--- src/rtl/ac_interval_coder.sv ---
// rtl/ac_interval_coder.sv - binary arithmetic-coder interval update and E1/E2/E3 renormalisation (option: AC_BIT_COUNT_EN)
module ac_interval_coder #(
    parameter int PEND_W = 16
) (
    input  logic        clk,
    input  logic        srst_n,
    input  logic        fifo_empty_in,
    output logic        read_en,
    input  logic        valid_in,
    input  logic [15:0] upper_bound_in,
    input  logic [15:0] lower_bound_in,
    input  logic        flush_in,
    output logic        bit_out,
    output logic        bit_valid,
    input  logic        bit_ready,
    output logic        busy,
    output logic        done,
    output logic        err_bounds,
    output logic        err_pend_ovf
`ifdef AC_BIT_COUNT_EN
    ,
    output logic [31:0] bit_count
`endif
);

    localparam logic [15:0]       HALF     = 16'h8000;
    localparam logic [15:0]       QTR      = 16'h4000;
    localparam logic [15:0]       TQTR     = 16'hC000;
    localparam logic [PEND_W-1:0] PEND_ONE = PEND_W'(1);
    localparam logic [PEND_W-1:0] PEND_MAX = '1;

    typedef enum logic [2:0] {
        S_IDLE, S_WAIT, S_UPDATE, S_RENORM, S_EMIT, S_PEND, S_FLUSH, S_DONE
    } state_t;

    state_t             r_state, w_next;
    logic [15:0]        r_low, r_high;
    logic [PEND_W-1:0]  r_pend;
    logic [16:0]        r_q_hi, r_q_lo;
    logic               r_flush, r_flushing, r_bit, r_read_en;
    logic               r_err_bounds, r_err_pend_ovf;
`ifdef AC_BIT_COUNT_EN
    logic [31:0]        r_bit_count;
`endif

    logic [16:0] w_range, w_upper_p1, w_q_hi, w_q_lo, w_sum_hi, w_sum_lo;
    logic        w_accept, w_e1, w_e2, w_e3, w_bad;

    // Scaled bounds: (range*(upper+1))>>16 and (range*lower)>>16 in full 34-bit precision
    assign w_range    = {1'b0, r_high} - {1'b0, r_low} + 17'd1;
    assign w_upper_p1 = {1'b0, upper_bound_in} + 17'd1;
    assign w_q_hi     = 17'((34'(w_range) * 34'(w_upper_p1)) >> 16);
    assign w_q_lo     = 17'((34'(w_range) * 34'({1'b0, lower_bound_in})) >> 16);
    assign w_sum_hi   = {1'b0, r_low} + r_q_hi - 17'd1;
    assign w_sum_lo   = {1'b0, r_low} + r_q_lo;

    assign w_bad    = lower_bound_in > upper_bound_in;
    assign w_accept = bit_valid & bit_ready;
    assign w_e1     = r_high < HALF;
    assign w_e2     = r_low >= HALF;
    assign w_e3     = (r_low >= QTR) && (r_high < TQTR);

    assign read_en      = r_read_en;
    assign bit_valid    = (r_state == S_EMIT) || (r_state == S_PEND);
    assign bit_out      = bit_valid & ((r_state == S_PEND) ? ~r_bit : r_bit);
    assign busy         = r_state != S_IDLE;
    assign done         = r_state == S_DONE;
    assign err_bounds   = r_err_bounds;
    assign err_pend_ovf = r_err_pend_ovf;
`ifdef AC_BIT_COUNT_EN
    assign bit_count    = r_bit_count;
`endif

    // State register
    always_ff @(posedge clk) begin
        if (!srst_n) r_state <= S_IDLE;
        else         r_state <= w_next;
    end

    // Next-state decode; symbols take priority over a pending flush
    always_comb begin
        w_next = r_state;
        case (r_state)
            S_IDLE:   if (!fifo_empty_in) w_next = S_WAIT;
                      else if (r_flush)   w_next = S_FLUSH;
            S_WAIT:   if (valid_in) w_next = w_bad ? S_IDLE : S_UPDATE;
            S_UPDATE: w_next = S_RENORM;
            S_RENORM: if (w_e1 || w_e2) w_next = S_EMIT;
                      else if (!w_e3)   w_next = S_IDLE;
            S_EMIT:   if (w_accept) begin
                          if (r_pend != '0)    w_next = S_PEND;
                          else if (r_flushing) w_next = S_DONE;
                          else                 w_next = S_RENORM;
                      end
            S_PEND:   if (w_accept && r_pend == PEND_ONE)
                          w_next = r_flushing ? S_DONE : S_RENORM;
            S_FLUSH:  w_next = S_EMIT;
            S_DONE:   w_next = S_IDLE;
            default:  w_next = S_IDLE;
        endcase
    end

    // Interval, pending counter, flush latch and sticky error datapath
    always_ff @(posedge clk) begin
        if (!srst_n) begin
            r_low          <= 16'h0000;
            r_high         <= 16'hFFFF;
            r_pend         <= '0;
            r_q_hi         <= '0;
            r_q_lo         <= '0;
            r_flush        <= 1'b0;
            r_flushing     <= 1'b0;
            r_bit          <= 1'b0;
            r_read_en      <= 1'b0;
            r_err_bounds   <= 1'b0;
            r_err_pend_ovf <= 1'b0;
        end else begin
            r_read_en <= (r_state == S_IDLE) && !fifo_empty_in;
            // A new flush request outranks clearing, so a request arriving on entry is kept
            if (flush_in)
                r_flush <= 1'b1;
            else if (r_state == S_IDLE && fifo_empty_in)
                r_flush <= 1'b0;
            case (r_state)
                S_WAIT: if (valid_in) begin
                    if (w_bad) r_err_bounds <= 1'b1;
                    r_q_hi <= w_q_hi;
                    r_q_lo <= w_q_lo;
                end
                S_UPDATE: begin
                    r_high <= w_sum_hi[15:0];
                    r_low  <= w_sum_lo[15:0];
                end
                S_RENORM: begin
                    if (w_e1) begin
                        r_bit <= 1'b0;
                    end else if (w_e2) begin
                        r_bit  <= 1'b1;
                        r_low  <= {1'b0, r_low[14:0]};
                        r_high <= {1'b0, r_high[14:0]};
                    end else if (w_e3) begin
                        if (r_pend == PEND_MAX) r_err_pend_ovf <= 1'b1;
                        else                    r_pend <= r_pend + PEND_ONE;
                        // Subtract QTR then shift: low lies in [QTR,HALF), high in [QTR,3QTR)
                        r_low  <= {1'b0, r_low[13:0], 1'b0};
                        r_high <= {r_high[15], r_high[13:0], 1'b1};
                    end
                end
                S_EMIT: if (w_accept && r_pend == '0) begin
                    r_low  <= {r_low[14:0], 1'b0};
                    r_high <= {r_high[14:0], 1'b1};
                end
                S_PEND: if (w_accept) begin
                    r_pend <= r_pend - PEND_ONE;
                    if (r_pend == PEND_ONE) begin
                        r_low  <= {r_low[14:0], 1'b0};
                        r_high <= {r_high[14:0], 1'b1};
                    end
                end
                S_FLUSH: begin
                    if (r_pend == PEND_MAX) r_err_pend_ovf <= 1'b1;
                    else                    r_pend <= r_pend + PEND_ONE;
                    r_bit      <= r_low >= QTR;
                    r_flushing <= 1'b1;
                end
                S_DONE: begin
                    r_low      <= 16'h0000;
                    r_high     <= 16'hFFFF;
                    r_pend     <= '0;
                    r_flushing <= 1'b0;
                end
                default: ;
            endcase
        end
    end

`ifdef AC_BIT_COUNT_EN
    // Accepted-bit counter, restarted at the end of each stream
    always_ff @(posedge clk) begin
        if (!srst_n || r_state == S_DONE) r_bit_count <= '0;
        else if (w_accept)                r_bit_count <= r_bit_count + 32'd1;
    end
`endif

endmodule

--- config.mk ---
export PLATFORM = sky130hd
export DESIGN_NAME = ac_interval_coder
export DESIGN_NICKNAME = d
export VERILOG_FILES = /design/src/rtl/ac_interval_coder.sv
export SDC_FILE = /design/constraint.sdc
export NUM_CORES = 2
export LEC_CHECK = 0
export ABC_AREA = 0
export CAP_MARGIN = 5
export CORE_ASPECT_RATIO = 1.5
export CORE_MARGIN = 4
export CORE_UTILIZATION = 53
export CTS_CLUSTER_SIZE = 10
export DETAILED_ROUTE_END_ITERATION = 7
export HOLD_SLACK_MARGIN = 0.02
export PLACE_DENSITY = 0.69
export REMOVE_ABC_BUFFERS = 1
export SYNTH_ARGS = -nofsm -noshare
export SYNTH_HDL_FRONTEND = slang
export SYNTH_SLANG_ARGS = --single-unit
--- constraint.sdc ---
create_clock -name clk -period 22.6 [get_ports clk]
set_input_delay 4.52 -clock clk [delete_from_list [all_inputs] [get_ports clk]]
set_output_delay 4.52 -clock clk [all_outputs]
set_load 0.01 [all_outputs]
; ---- Yosys cells after proc, flatten, opt, wreduce, memory -nomap -nowiden
; Index checks and enable logic that the tools add are counted.
[totals]
regBits = 89
input_bits = 38
elab_cells = 124
[op_classes]
n_addsub = 8
multipliers = 2
order_cmp = 5
eq_ne = 23
mux = 43
bitwise = 3
n_reduce_logical = 26
[op_table]
columns = cell, n
row1 = 16-bit two-way mux, 16
row2 = 16-bit one-hot mux with 5 select lines, 2
row3 = 16-bit one-hot mux with 4 select lines, 1
row4 = 16-bit adder, 2
row5 = "16-bit less-than comparator, second input constant", 2
row6 = 17-bit by 16-bit multiplier with 32-bit output, 1
row7 = 17-bit by 17-bit multiplier with 32-bit output, 1
row8 = "16-bit by 1-bit subtractor with 16-bit output, second input constant", 2
row9 = 3-bit two-way mux, 9
row10 = 3-bit one-hot mux with 8 select lines, 1
row11 = "16-bit by 1-bit adder with 17-bit output, second input constant", 1
row12 = "17-bit by 1-bit adder with 17-bit output, second input constant", 1
row13 = 16-bit by 16-bit subtractor with 17-bit output, 1
row14 = "16-bit by 1-bit adder with 16-bit output, second input constant", 1
row15 = "16-bit by 1-bit == test with 1-bit output, second input constant", 1
row16 = "16-bit == test, second input constant", 1
row17 = "16-bit by 15-bit greater-or-equal comparator with 1-bit output, second input constant", 1
row18 = "16-bit greater-or-equal comparator, second input constant", 1
row19 = 16-bit greater-than comparator, 1
row20 = 16-bit logical NOT, 1
row21 = 16-bit nonzero test, 1
row22 = 15-bit two-way mux, 1
row23 = "2-bit inequality test, second input constant", 7
row24 = "3-bit == test, second input constant", 4
row25 = other kinds (23), 50

; ---- Longest topological paths before layout
[depth]
depth_word = 6
mapped_depth = 37
depth_no_buf = 36

; ---- Worst setup path after synthesis
; No wires, ideal clock.
[synth_timing]
path_type = input to register
startpoint = input upper_bound_in[5]
endpoint = register r_q_hi[10]
arrival_time_ps = 11137
required_time_ps = 22526
setup_slack_ps = 11389
cell_stages = 27
cell_sequence = and4_1 and3_1 nand2_1 nor2_1 nand4_1 xnor2_1 clkbuf_1 nand2_1 fa_1 inv_1 fa_1 fa_1 fa_1 fa_1 inv_1 fa_1 inv_1 ha_1 a21oi_1 and3b_1 o21ai_0 a41oi_1 o2111ai_1 a21oi_1 o21bai_1 or4_1 a31oi_1
[synth_via]
elab_chain_len = 2
[synth_lines]
columns = element, line_no
row1 = "start, declared", 10  ; input logic [15:0] upper_bound_in,
row2 = 16-bit by 1-bit adder with 17-bit output, 51  ; assign w_upper_p1 = {1'b0, upper_bound_in} + 17'd1;
row3 = 17-bit by 17-bit multiplier with 32-bit output, 52  ; assign w_q_hi = 17'((34'(w_range) * 34'(w_upper_p1)) >> 16);
row4 = "end signal, assigned", 127  ; r_q_hi <= w_q_hi;
row5 = "end, declared", 39  ; logic [16:0] r_q_hi, r_q_lo;
; Every way passes these cells.
; A chain may end at the register's enable or synchronous reset.

; ---- Worst setup path in the final report
[layout_timing]
startpoint = input upper_bound_in[2]
endpoint = register r_q_hi[15]
; Same word-level chain as after synthesis.

==> flow_summary_export.csv <==
group,metric,value,unit
placed_design,port-buffer-count,44,
outcome,status,"complete, no violations",
global_route,overflow,0,
sta,final-setup-viol-count,0,
logic_synthesis,yosys.cell_count.top_type,"sky130_fd_sc_hd__inv_1",
logic_synthesis,yosysTopAreaCell,"sky130_fd_sc_hd__fa_1",
floorplan,die-height,273.1,um
drt,route.detailed.vias_per_inst,5.704,
logic_synthesis,post_synth_num_cell_types,68,
sta,report.final.slew_viol_count,0,
cells_and_area,flow.area_growth_from_synthesis,5.651,%
global_route,grt_use_total,26.68,%
sta,rsz0062_at_grt,"no",
clocking,cts.repair_timing.setup_buffer_count,0,
floorplan,num_rows,96,
logic_synthesis,synthesis.instances,2991,
logic_synthesis,synth_top_cells_by_count,"625 x sky130_fd_sc_hd__inv_1, 430 x sky130_fd_sc_hd__fa_1, 417 x sky130_fd_sc_hd__nand2_1",
drt,drt_iter0_drc,1060,
clocking,clock_buffer_count_from_cts,9,
logic_synthesis,ys_seq_elements,89,
sta,worst_hold_slack,0.4567,ns
clocking,htree_levels,3,
critical_path,end_kind,"flop",
cells_and_area,regArea,1782,um2
clocking,insertion_delay_to_the_later_sink_of_the_worst_skew_pair,0.37,ns
logic_synthesis,number_of_flops_mapped_to_enable_cells_by_yosys,0,
hold_path,hold_path.class,"reg2reg",
logic_synthesis,netlist_area,24820,um2
logic_synthesis,synth.top_cell.area_share,34.68,%
critical_path,cp_data_arrival_time,12.66,ns
critical_path,wp_data_required,22.91,ns
global_route,grt_max_degree,35,
floorplan,top_level_ports,45,
critical_path,ff2ff_path_depth,35,
drt,postRouteWirelength,65.00,mm
cells_and_area,fin_nets,3713,
critical_path,timing.setup.critical_path_class,"in2reg",
sta,finClkSkew,0.009111,ns
clocking,cts_hold_buf,0,
logic_synthesis,postSynthAreaPerCell,8.299,um2
clocking,numClockSinks,89,
global_route,global_route_wire_length_before_repair,108.3,mm
sta,fin_crit_sh,54.65,%
critical_path,timing.critical_path.slowest_stage_cell,"sky130_fd_sc_hd__xnor2_2",
global_route,grt_antenna_before_repair,0,
critical_path,setup.worst_path.start_class,"input port",
sta,final_hold_viol_count,0,
sta,maxClockFrequency,80.97,MHz
placed_design,detailed_place_hpwl,51.16,mm
drt,drt_drc_violations_left,0,
floorplan,dieWidth,184.7,um
logic_synthesis,asyncSetResetFlopFracSynth,0,%
sta,worst_slew_pin_slew,1.214,ns
logic_synthesis,synth-main-ff-cell,"sky130_fd_sc_hd__dfxtp_1",
global_route,grt_pass1_vias,21962,
cells_and_area,layout-drive-gt1-share,3.410,%
critical_path,cpPeakStageDelay,0.78,ns
logic_synthesis,synth_area_leaders,"sky130_fd_sc_hd__fa_1 35%, sky130_fd_sc_hd__ha_1 15%, sky130_fd_sc_hd__inv_1 9.5%",
sta,fin_crit,12.35,ns
clocking,clk_pin_slew_worst_setup_hold_paths,0.07,ns
drt,detail-route-antenna-nets,0,
sta,tns,0,ns
cells_and_area,antenna_cells,0,
floorplan,floorplan.core_area,46000,um2
hold_path,hold-path-cell-count,2,
sta,slew-limit-headroom,18.75,%
logic_synthesis,ys_seq_area_share,7.178,%
floorplan,die_area,50430,um2
clocking,post_cts_resized,0,
clocking,ctsRootBufferMaster,"sky130_fd_sc_hd__clkbuf_16",
logic_synthesis,synth-warning-count,0,
cells_and_area,n_fill_cell,4191,
drt,drt_pass1_iterations,7,
job,timing.max_cap.violations,0,
critical_path,crit_path_frequent_cell,"sky130_fd_sc_hd__fa_1",
floorplan,floorplan.initialDensity,53.96,%
clocking,ctsLongestPathBuffers,2,
drt,post_drt_wl_per_cell,18.31,um
placed_design,globalplace.congestion,0.9182,
cells_and_area,multi_input_comb_area,20360,um2
critical_path,path_max_fanout,17,
clocking,tritoncts_clock_tree,"yes",
drt,routed-via-count,20248,
state kept, by name, indices dropped and copies added, names as in the netlist, 3 cells and up:
signal and count:
r_q_hi 16, r_low 16, r_high 16, r_pend 16, r_q_lo 16, r_state 3
logic make-up after synthesis:
| group | after synthesis | share of synthesized area (%) |
|---|---|---|
| simple gates | 968 | 18.61 |
| xor+xnor | 106 | 3.740 |
| mux | 3 | 0.1210 |
| buf+inv | 749 | 11.43 |
| compound gates | 358 | 9.728 |
| fa+ha+maj | 718 | 49.20 |
| flops | 89 | 7.178 |
worst max-delay path, delay by kind of cell:
kind                     cells  cell delay (ns)
adder cells (fa/ha/maj)      7             3.25
AO/OA/AOI/OAI                6             1.66
AND/OR/NAND/NOR              8             1.46
XOR/XNOR                     2             0.90
buffers and inverters        6             0.85
layout make-up:
type / count / share of cell area (%)
clock buffer: 13 / 0.9542
clock inverter: 3 / 0.1861
inverter: 625 / 8.946
multi-input combinational: 2153 / 77.63
sequential: 89 / 6.794
tap: 588 / 2.805
timing repair buffer: 79 / 2.681
routing by layer:
| layer | share of wire [%] | wire, um | GRT usage [%] |
|---|---|---|---|
| met1 | 36 | 23630 | 30.41 |
| met2 | 53 | 34280 | 48.91 |
| met5 | 0 | 0 | 0 |
| met4 | 6.1 | 3990 | 14.38 |
| met3 | 4.8 | 3101 | 2.304 |
through the flow:
step	worst slack, ns	cells	area, um2	utilization, %
4_1_cts	10.32	3550	26230	57.01
3_3_place_gp	10.12	3534	25930	56.36
6_report	10.25	3550	26230	57.01
3_5_place_dp	9.942	3534	25930	56.36
5_1_grt	9.876	3550	26230	57.01
2_1_floorplan	11.28	2867	24330	-
path summary, 6_finish.rpt:
check	slack [ns]	from	to
worst max-delay path	10.25	upper_bound_in[2]	r_q_hi[15]$_SDFFE_PN0P_
worst max register to register	12.51	r_low[1]$_SDFFE_PN0P_	r_q_lo[15]$_SDFFE_PN0P_
worst min register to register	0.46	r_q_hi[4]$_SDFFE_PN0P_	r_q_hi[4]$_SDFFE_PN0P_
worst min-delay path	0.46	r_q_hi[4]$_SDFFE_PN0P_	r_q_hi[4]$_SDFFE_PN0P_
cells in the final DEF, fill, tap and decap left out, types with 45 or more instances in the layout:
cell                         n
sky130_fd_sc_hd__inv_1     624
sky130_fd_sc_hd__xnor2_1    62
sky130_fd_sc_hd__nand2_1   417
sky130_fd_sc_hd__fa_1      430
sky130_fd_sc_hd__nand2b_1   45
sky130_fd_sc_hd__nor2_1    157
sky130_fd_sc_hd__ha_1      288
sky130_fd_sc_hd__dfxtp_1    89
sky130_fd_sc_hd__and2_1    152
sky130_fd_sc_hd__a21oi_1   127
Power is not shown: default switching activity piles up to over one toggle a cycle in this logic, so the estimate is an artifact.
